## config.mk

```make
export PLATFORM = sky130hd
export DESIGN_NAME = move_mask_seq
export DESIGN_NICKNAME = d
export VERILOG_FILES = /design/src/rtl/move_mask_seq_pkg.sv /design/src/rtl/move_mask_seq_board_shift.sv /design/src/rtl/move_mask_seq.sv
export SDC_FILE = /design/constraint.sdc
export NUM_CORES = 1
export LEC_CHECK = 0
export CAP_MARGIN = 5
export CORE_ASPECT_RATIO = 0.75
export CORE_UTILIZATION = 30
export CTS_BUF_LIST = sky130_fd_sc_hd__clkbuf_8
export DETAILED_ROUTE_END_ITERATION = 7
export GPL_TIMING_DRIVEN = 0
export PLACE_DENSITY = 0.54
export SLEW_MARGIN = 20
export SYNTH_ARGS = -nofsm -noshare
export SYNTH_HDL_FRONTEND = slang
export SYNTH_HIERARCHICAL = 1
export SYNTH_SLANG_ARGS = --single-unit
```

## constraint.sdc

```tcl
create_clock -name clock -period 5.09 [get_ports clock]
set_input_delay 1.018 -clock clock [delete_from_list [all_inputs] [get_ports clock]]
set_output_delay 1.018 -clock clock [all_outputs]
set_load 0.005 [all_outputs]
```

## src/rtl/move_mask_seq_pkg.sv

```systemverilog
// Shared types for the checkers move-mask sequencer: direction codes,
// sequencer states and the board neighbour lookup.
package move_mask_seq_pkg;

   localparam int BOARD_W = 32;

   typedef enum logic [1:0] {
      DIR_UR = 2'd0,
      DIR_UL = 2'd1,
      DIR_DR = 2'd2,
      DIR_DL = 2'd3
   } dir_e;

   typedef enum logic [2:0] {
      S_IDLE,
      S_SHIFT1,
      S_SHIFT2,
      S_EMIT,
      S_DONE
   } state_e;

   typedef struct packed {
      logic       ok;
      logic [4:0] idx;
   } nbr_t;

   // Neighbour of square s in direction d; ok=0 when it falls off the board.
   function automatic nbr_t nbr_of(input logic [1:0] d, input int s);
      nbr_t nb;
      int   r, c, n;
      logic ok;
      r  = s / 4;
      c  = s % 4;
      ok = 1'b1;
      n  = 0;
      unique case (d)
         DIR_UR: begin
            if (r == 0) ok = 1'b0;
            else if (r % 2 == 0) n = s - 4;
            else if (c == 3) ok = 1'b0;
            else n = s - 3;
         end
         DIR_UL: begin
            if (r == 0) ok = 1'b0;
            else if (r % 2 == 1) n = s - 4;
            else if (c == 0) ok = 1'b0;
            else n = s - 5;
         end
         DIR_DR: begin
            if (r == 7) ok = 1'b0;
            else if (r % 2 == 0) n = s + 4;
            else if (c == 3) ok = 1'b0;
            else n = s + 5;
         end
         default: begin
            if (r == 7) ok = 1'b0;
            else if (r % 2 == 1) n = s + 4;
            else if (c == 0) ok = 1'b0;
            else n = s + 3;
         end
      endcase
      nb.ok  = ok;
      nb.idx = ok ? n[4:0] : 5'd0;
      return nb;
   endfunction

endpackage

```

## src/rtl/move_mask_seq_board_shift.sv

```systemverilog
// Direction-selectable board shift: y[s] = x[nbr_dir(s)], or 1 where the
// neighbour is off the board. Lanes share one direction select.
module board_shift
   import move_mask_seq_pkg::*;
#(
   parameter int LANES = 1
) (
   input  logic [1:0]                        dir_i,
   input  logic [LANES-1:0][BOARD_W-1:0]     x_i,
   output logic [LANES-1:0][BOARD_W-1:0]     y_o
);

   nbr_t nb;

   always_comb begin
      y_o = '0;
      nb  = '0;
      for (int l = 0; l < LANES; l++) begin
         for (int s = 0; s < BOARD_W; s++) begin
            nb = nbr_of(dir_i, s);
            y_o[l][s] = nb.ok ? x_i[l][nb.idx] : 1'b1;
         end
      end
   end

endmodule

```

## src/rtl/move_mask_seq.sv

```systemverilog
// Per-direction simple-move / jump mask sequencer for one checkers side.
// Jump masks and the SHIFT2 pass exist only with MOVE_MASK_JUMP_EN defined.
module move_mask_seq
   import move_mask_seq_pkg::*;
(
   input  logic               clock,
   input  logic               reset,
   input  logic               start,
   input  logic               side,
   input  logic [BOARD_W-1:0] own,
   input  logic [BOARD_W-1:0] opp,
   input  logic [BOARD_W-1:0] kings,
   output logic               busy,
   output logic               out_valid,
   input  logic               out_ready,
   output logic [1:0]         out_dir,
   output logic [BOARD_W-1:0] out_move,
   output logic [BOARD_W-1:0] out_jump,
   output logic               done,
   output logic               any_jump
);

`ifdef MOVE_MASK_JUMP_EN
   localparam int LANES = 2;
`else
   localparam int LANES = 1;
`endif

   state_e             state_q;
   logic [1:0]         dir_q;
   logic               side_q;
   logic [BOARD_W-1:0] own_q, opp_q, kings_q;
   logic [BOARD_W-1:0] move_q;
   logic               busy_q, valid_q, done_q;

   logic [LANES-1:0][BOARD_W-1:0] sh_x, sh_y;
   logic [BOARD_W-1:0] movers, move_d;

   // Men step only toward the opponent; kings may use all four directions.
   assign movers = (dir_q[1] == side_q) ? own_q : (own_q & kings_q);
   assign move_d = movers & ~sh_y[0];

`ifdef MOVE_MASK_JUMP_EN
   logic [BOARD_W-1:0] nocc_q, nopp_q, jump_q, jump_d;
   logic               any_q;

   // SHIFT2 reuses lane 0 to look two squares out along the diagonal.
   assign sh_x[0] = (state_q == S_SHIFT2) ? nocc_q : (own_q | opp_q);
   assign sh_x[1] = opp_q;
   assign jump_d  = movers & nopp_q & ~sh_y[0];
   assign out_jump = jump_q;
   assign any_jump = any_q;
`else
   assign sh_x[0]  = own_q | opp_q;
   assign out_jump = '0;
   assign any_jump = 1'b0;
`endif

   board_shift #(.LANES(LANES)) u_shift (
      .dir_i (dir_q),
      .x_i   (sh_x),
      .y_o   (sh_y)
   );

   always_ff @(posedge clock or posedge reset) begin
      if (reset) begin
         state_q <= S_IDLE;
         dir_q   <= 2'd0;
         side_q  <= 1'b0;
         own_q   <= '0;
         opp_q   <= '0;
         kings_q <= '0;
         move_q  <= '0;
         busy_q  <= 1'b0;
         valid_q <= 1'b0;
         done_q  <= 1'b0;
`ifdef MOVE_MASK_JUMP_EN
         nocc_q  <= '0;
         nopp_q  <= '0;
         jump_q  <= '0;
         any_q   <= 1'b0;
`endif
      end else begin
         done_q <= 1'b0;
         unique case (state_q)
            S_IDLE: begin
               if (start) begin
                  own_q   <= own;
                  opp_q   <= opp;
                  kings_q <= kings;
                  side_q  <= side;
                  dir_q   <= 2'd0;
                  busy_q  <= 1'b1;
`ifdef MOVE_MASK_JUMP_EN
                  any_q   <= 1'b0;
`endif
                  state_q <= S_SHIFT1;
               end
            end
            S_SHIFT1: begin
               move_q  <= move_d;
`ifdef MOVE_MASK_JUMP_EN
               nocc_q  <= sh_y[0];
               nopp_q  <= sh_y[1];
               state_q <= S_SHIFT2;
`else
               valid_q <= 1'b1;
               state_q <= S_EMIT;
`endif
            end
`ifdef MOVE_MASK_JUMP_EN
            S_SHIFT2: begin
               jump_q  <= jump_d;
               any_q   <= any_q | (|jump_d);
               valid_q <= 1'b1;
               state_q <= S_EMIT;
            end
`endif
            S_EMIT: begin
               if (out_ready) begin
                  valid_q <= 1'b0;
                  dir_q   <= dir_q + 2'd1;
                  if (dir_q == DIR_DL) begin
                     done_q  <= 1'b1;
                     busy_q  <= 1'b0;
                     state_q <= S_DONE;
                  end else begin
                     state_q <= S_SHIFT1;
                  end
               end
            end
            S_DONE:  state_q <= S_IDLE;
            default: state_q <= S_IDLE;
         endcase
      end
   end

   assign busy      = busy_q;
   assign out_valid = valid_q;
   assign out_dir   = dir_q;
   assign out_move  = move_q;
   assign done      = done_q;

endmodule

```

[Word-level counts from Yosys, hierarchy flattened]
Index checks and enable logic that the tools add are counted.
Cells by class
  mux-type cells: 145
  equality and inequality tests: 9
  shifts and indexed selects: 0
  reduce and logical (&&, ||, !) cells: 11
  order comparisons: 32
  div/mod/pow operators: 0
  $add $sub $neg: 1
  bitwise gates (word level): 4
  $mul: 0
Operator list (number)
  $bmux 1 s5: 32
  $lt 5x6->1 const B: 26
  $pmux 4 s3: 12
  $pmux 5 s3: 6
  $and 32x32->32: 2
  $mux 1: 59
  $mux 5: 10
  $pmux 5 s2: 5
  $lt 4x6->1 const B: 6
  $mux 32: 1
  $not 32->32: 1
  $or 32x32->32: 1
  $mux 3: 8
  $mux 4: 4
  $pmux 3 s3: 1
  $pmux 4 s2: 1
  $mux 2: 3
  $ne 2x2->1 const B: 3
  $reduce_and 2->1: 3
  $eq 2x2->1 const B: 2
  $pmux 1 s2: 2
  $pmux 2 s2: 1
  $reduce_and 4->1: 1
  $reduce_bool 2->1: 2
  other kinds (9): 10
Word-level totals
  word-level logic and storage cells: 212
  register bits after elaboration: 137
  bits in latches: 0
  bits of input ports: 101
  output and inout port bits: 70
  memory bits (read-only): 0
  memory bits (writable): 0
  memories: 0

[Depth between registers and ports, before layout]
  depth after elaboration: 9
  mapped depth: 8
  mapped depth without buffers: 6

[Modules after synthesis]
Netlist, hierarchy kept.
By module, submodules not included
  move_mask_seq: times used 1, cells each 470, seq. area each 3428.3 um^2, area an instance 5899.4 um^2
  board_shift: times used 1, cells each 61, seq. area each 0.0 um^2, area an instance 656.9 um^2

[Worst setup path before layout]
Ideal clock, no wire load.
  path type: input to register
  start point: input port start
  end point: register kings_q[0]
  path buffers: 3
  data required time: 4.963 ns
  stages: 5
  setup slack: 3.035 ns
  arrival: 1.928 ns
  setup time: 0.127 ns
  cell sequence: nor4b_2 -> buf_4 -> buf_6 -> buf_8 -> mux2_1
On the way
  word-level cells in the longest chain between the ends: 1
Ends and longest elaborated chain
  start: declaration: line move_mask_seq.sv:8  | input logic start,
  $reduce_and 2->1 (no source line)
  end signal: assignment: line move_mask_seq.sv:90  | kings_q <= kings;
  end: declaration: line move_mask_seq.sv:32  | logic [BOARD_W-1:0] own_q, opp_q, kings_q;
No other way between the ends.
A chain may end at the register's enable or synchronous reset.

[Final worst setup path]
  start point: register dir_q[1] (netlist: out_dir[1])
  end point: output port out_dir[1]
RTL lines
  start: declaration: line move_mask_seq.sv:30  | logic [1:0] dir_q;
  start signal: assignment: line move_mask_seq.sv:122  | dir_q <= dir_q + 2'd1;
  end: declaration: line move_mask_seq.sv:16  | output logic [1:0] out_dir,
No word-level cell between the ends.

==> flow_summary.rst <==
.. list-table::
   :header-rows: 1

   * - Metric
     - Value
   * - Count of state elements after synthesis
     - 137
   * - Area overhead of the layout relative to synthesis
     - 35.6%
   * - YS warnings
     - 6
   * - Setup Buffers After CTS
     - 0
   * - Crit path launch type
     - flip-flop
   * - Beginning of the worst hold path
     - kings_q[4]
   * - Delay contributed by the slowest stage of the critical path
     - 0.56 ns
   * - Data arrival at the endpoint of the critical path
     - 1.50 ns
   * - # clock sinks
     - 137
   * - Hold Path Cell Cnt
     - 1
   * - Final clock skew
     - 0.00873 ns
   * - Tightest slew margin relative to the limit
     - 52.8%
   * - Clk root buf
     - sky130_fd_sc_hd__clkbuf_8
   * - I/O Pins
     - 171
   * - Combinational fraction of design power
     - 42.7%
   * - Remaining Overflow, GRT
     - 0
   * - Aggregate global-route resource usage
     - 16.9%
   * - Vias in the first global route
     - 4,891
   * - Slowest library cell on the worst path
     - sky130_fd_sc_hd__clkdlybuf4s50_1
   * - Count of standard-cell rows
     - 46
   * - Avg Vias per Cell
     - 4.48
   * - Commonest cells after routing, fill and taps aside
     - sky130_fd_sc_hd__dfrtp_1 (137), sky130_fd_sc_hd__clkdlybuf4s50_1 (137), sky130_fd_sc_hd__mux2_2 (89), sky130_fd_sc_hd__o21ai_0 (55), sky130_fd_sc_hd__buf_4 (44)
   * - Clock tree from TritonCTS
     - done
   * - Clock insertion delay at the later pin of the skew report
     - 0.45 ns
   * - Average wire per cell in the routed design
     - 17.6 um
   * - Reg-to-reg critical path endpoint
     - out_move[31]
   * - Switching Share
     - 35.1%
   * - Number of optimization iterations in the first detailed-route pass
     - 6
   * - Core box area
     - 21,300 um^2
   * - CP Class
     - flip-flop to primary output
   * - Worst setup slack after layout
     - 2.57 ns
   * - Number of H-tree levels
     - 4
   * - Fraction of final layout cells with drive strength greater than 1
     - 29.7%
   * - Pre-CTS WS
     - 2.30 ns
   * - Fin nets
     - 822
   * - Synthesized area per cell
     - 12.3 um^2
   * - Unique cell type count in the Yosys netlist
     - 31
   * - Max Clock Freq
     - 0.398 GHz
   * - Number of design rule violations left after detail routing
     - 0
   * - Xor and xnor area share after synthesis
     - 0.134%
   * - Category of cells accounting for the largest share of critical-path delay
     - buffers and inverters
   * - Worst reg2reg path startpoint
     - out_dir[1]
   * - Lkg Pwr
     - 3.84 nW
   * - Cell count after placement
     - 989
   * - Worst endpoint required time
     - 4.07 ns
   * - Largest fanout of any net on the critical path
     - 5
   * - Routed Antenna Nets
     - 0
   * - Cell type with the largest total area after synthesis
     - sky130_fd_sc_hd__dfrtp_1
   * - Pint
     - 3.21 mW
   * - Antenna violations before repair
     - 0
   * - Detailed Place HPWL
     - 13.6 mm
   * - Fill cell instance count of the final layout
     - 2,054
   * - Transition time of the tightest slew-check pin
     - 0.703 ns
   * - Final hold viol count
     - 0
   * - Util after Layout
     - 41.8%
   * - Mux cell area share after synthesis
     - 24.0%
   * - Met2 wire length
     - 7.61 mm
   * - Violation count after the first detailed-route iteration
     - 245
   * - Max VDD drop
     - 0.186 mV
   * - Main combinational cell family by area after synthesis
     - multiplexers
   * - Number of pins with negative max-slew slack in the final report
     - 0
   * - Final routed wirelength across all metal layers
     - 18.0 mm
   * - Area share of the largest cell type after synthesis
     - 52.3%
   * - MaxCap Viol Count
     - 0
   * - Worst-case hold path end point
     - kings_q[4]
   * - Worst reg-to-reg setup slack
     - 3.08 ns
   * - Compound-cell area share of the yosys netlist
     - 6.22%
   * - Outcome
     - finished, final reports clean
   * - Number of input and output port buffers inserted
     - 137
   * - Die boundary width
     - 173 um
   * - FF+latch area
     - 3430 um^2
   * - CTS Hold Bufs
     - 0
   * - Non-filler cells, final
     - 1,021
   * - Unrepaired setup endpoints after global routing
     - no
   * - CTS Buffer Depth
     - 2
   * - Worst hold path type
     - flip-flop to flip-flop
   * - Met3 wirelength from detailed routing
     - 883 um
   * - Number of buffers created by CTS
     - 17
   * - Pin count of the biggest net entering global routing
     - 76
   * - Synthesized-area fraction occupied by and/or/nand/nor cells
     - 10.0%
   * - Metal1 wirelength
     - 9.30 mm
   * - Wire length of the first global-routing pass
     - 28.1 mm
   * - Final clock period utilization by the worst path
     - 49.4%
   * - Adder-cell share of the synthesized area
     - 0.191%
   * - Max layer used
     - met4
   * - Count of cells along the worst register-to-register path
     - 4
   * - Starting utilization of the core area
     - 30.8%
   * - Clock-pin slew on the worst setup and hold paths
     - 0.08 ns
   * - Pwr Density
     - 557 nW/um^2
   * - Floorplan die area
     - 22,500 um^2
   * - Fin crit period
     - 2.52 ns
   * - Ant. Diodes
     - 0
   * - Part of the power in the clock network
     - 20.6%
   * - Area of the mapped netlist
     - 6560 um^2
   * - Area of the multi-input gates
     - 2780 um^2
   * - Vias
     - 4,573
   * - Number of resized instances in the post-cts repair step
     - 0
   * - Total buffers and inverters traversed by the critical path
     - 1
   * - Number of setup violations in the final report
     - 0
   * - P_sw
     - 1.74 mW
   * - Share of the yosys chip area belonging to registers
     - 52.3%
   * - Final weighted congestion of routability-driven global placement
     - 0.735
   * - Element type at the critical path end
     - primary output
   * - Y dimension of the die
     - 130 um
   * - Part of the total power dissipated in sequential elements
     - 36.7%
   * - Critical Path, Cell by Cell
     - clkdlybuf4s50_1
   * - Number of instances in the synthesized netlist
     - 531
   * - Dominant cells by area after synthesis
     - sky130_fd_sc_hd__dfrtp_1 (52%), sky130_fd_sc_hd__mux2_2 (15%), sky130_fd_sc_hd__buf_4 (5.0%)
Yosys cell counts:
cell type                   instances
sky130_fd_sc_hd__a2bb2oi_1          1
sky130_fd_sc_hd__a211o_1            6
sky130_fd_sc_hd__xnor2_1            1
sky130_fd_sc_hd__nor2b_1           38
sky130_fd_sc_hd__and4b_1            1
sky130_fd_sc_hd__mux2_2            89
sky130_fd_sc_hd__or2_2             32
sky130_fd_sc_hd__mux4_2             4
sky130_fd_sc_hd__nand2_1           41
sky130_fd_sc_hd__a22o_1             1
sky130_fd_sc_hd__a21oi_1            1
sky130_fd_sc_hd__buf_4             44
sky130_fd_sc_hd__inv_1              4
sky130_fd_sc_hd__o21ai_0           55
sky130_fd_sc_hd__buf_2              8
sky130_fd_sc_hd__buf_8              2
sky130_fd_sc_hd__nor4b_2            1
sky130_fd_sc_hd__clkbuf_1           5
sky130_fd_sc_hd__or3b_2             1
sky130_fd_sc_hd__nand2b_1           1
sky130_fd_sc_hd__a21o_1             1
sky130_fd_sc_hd__o21ai_1           10
sky130_fd_sc_hd__buf_6              3
sky130_fd_sc_hd__conb_1             1
sky130_fd_sc_hd__mux2_1             9
sky130_fd_sc_hd__ha_1               1
sky130_fd_sc_hd__dfrtp_1          137
sky130_fd_sc_hd__nor2_1             4
sky130_fd_sc_hd__mux2i_1           22
sky130_fd_sc_hd__or3b_1             1
sky130_fd_sc_hd__mux4_1             6
how the worst max path moves through the flow:
stage,startpoint,end,slack (ns),cells after the start
finish,out_dir[1],out_dir[1],2.57,1
global route,out_dir[1],out_dir[1],2.51,1
CTS,out_dir[1],out_dir[1],2.55,1
detailed placement,start,kings_q[6],2.30,6
global placement,reset,kings_q[20],-1.44,2
floorplan,reset,busy,0.40,1
cells by family (layout without fill, tap and decap cells):
family          Yosys count  after routing
flops                   137            137
xor+xnor                  1              1
simple gates            120            120
mux                     130            130
other cells               1             33
buf+inv                  66            236
compound gates           75             75
fa+ha+maj                 1              1
stage by stage:
stage | TNS (ns) | hold WS (ns) | area [um^2] | power [mW]
global route | 0 | 0.508 | 8890 | 5.30
floorplan | 0 | 0.453 | 6680 | 3.16
global placement | -194.46 | 0.463 | 8410 | 3.91
detailed placement | 0 | 0.470 | 8440 | 3.97
finish | 0 | 0.488 | 8890 | 4.95
CTS | 0 | 0.489 | 8890 | 5.01
power by group through the flow:
| stage | sequential [mW] | combinational [mW] | clock (mW) |
|---|---|---|---|
| floorplan | 1.77 | 1.39 | 0 |
| global placement | 1.82 | 2.08 | 0 |
| detailed placement | 1.84 | 2.13 | 0 |
| CTS | 1.82 | 2.14 | 1.05 |
| global route | 1.89 | 2.31 | 1.10 |
| finish | 1.82 | 2.11 | 1.02 |
layer usage:
metal / up-vias / track usage, %
li1: 2148 / -
met1: 2249 / 24.5
met2: 161 / 25.0
met3: 15 / 3.90
met4: 0 / 4.79
met5: - / 0
registers in the layout, summed over array words and instances, names as in the netlist:
signal	cells
out_dir	2
done	1
side_q	1
out_valid	1
busy	1
own_q	32
out_move	32
state_q	3
kings_q	32
opp_q	32
cell type report:
| class | instances | area share, % |
|---|---|---|
| Timing Repair Buffer | 138 | 15.7 |
| Tap cell | 288 | 4.05 |
| Inverter | 4 | 0.253 |
| Clock inverter | 15 | 2.41 |
| Buffer | 62 | 5.09 |
| Sequential cell | 137 | 38.6 |
| Multi-Input combinational cell | 360 | 31.3 |
| Clock buffer | 17 | 2.63 |
Note: power is estimated with default switching activity, not from simulation.
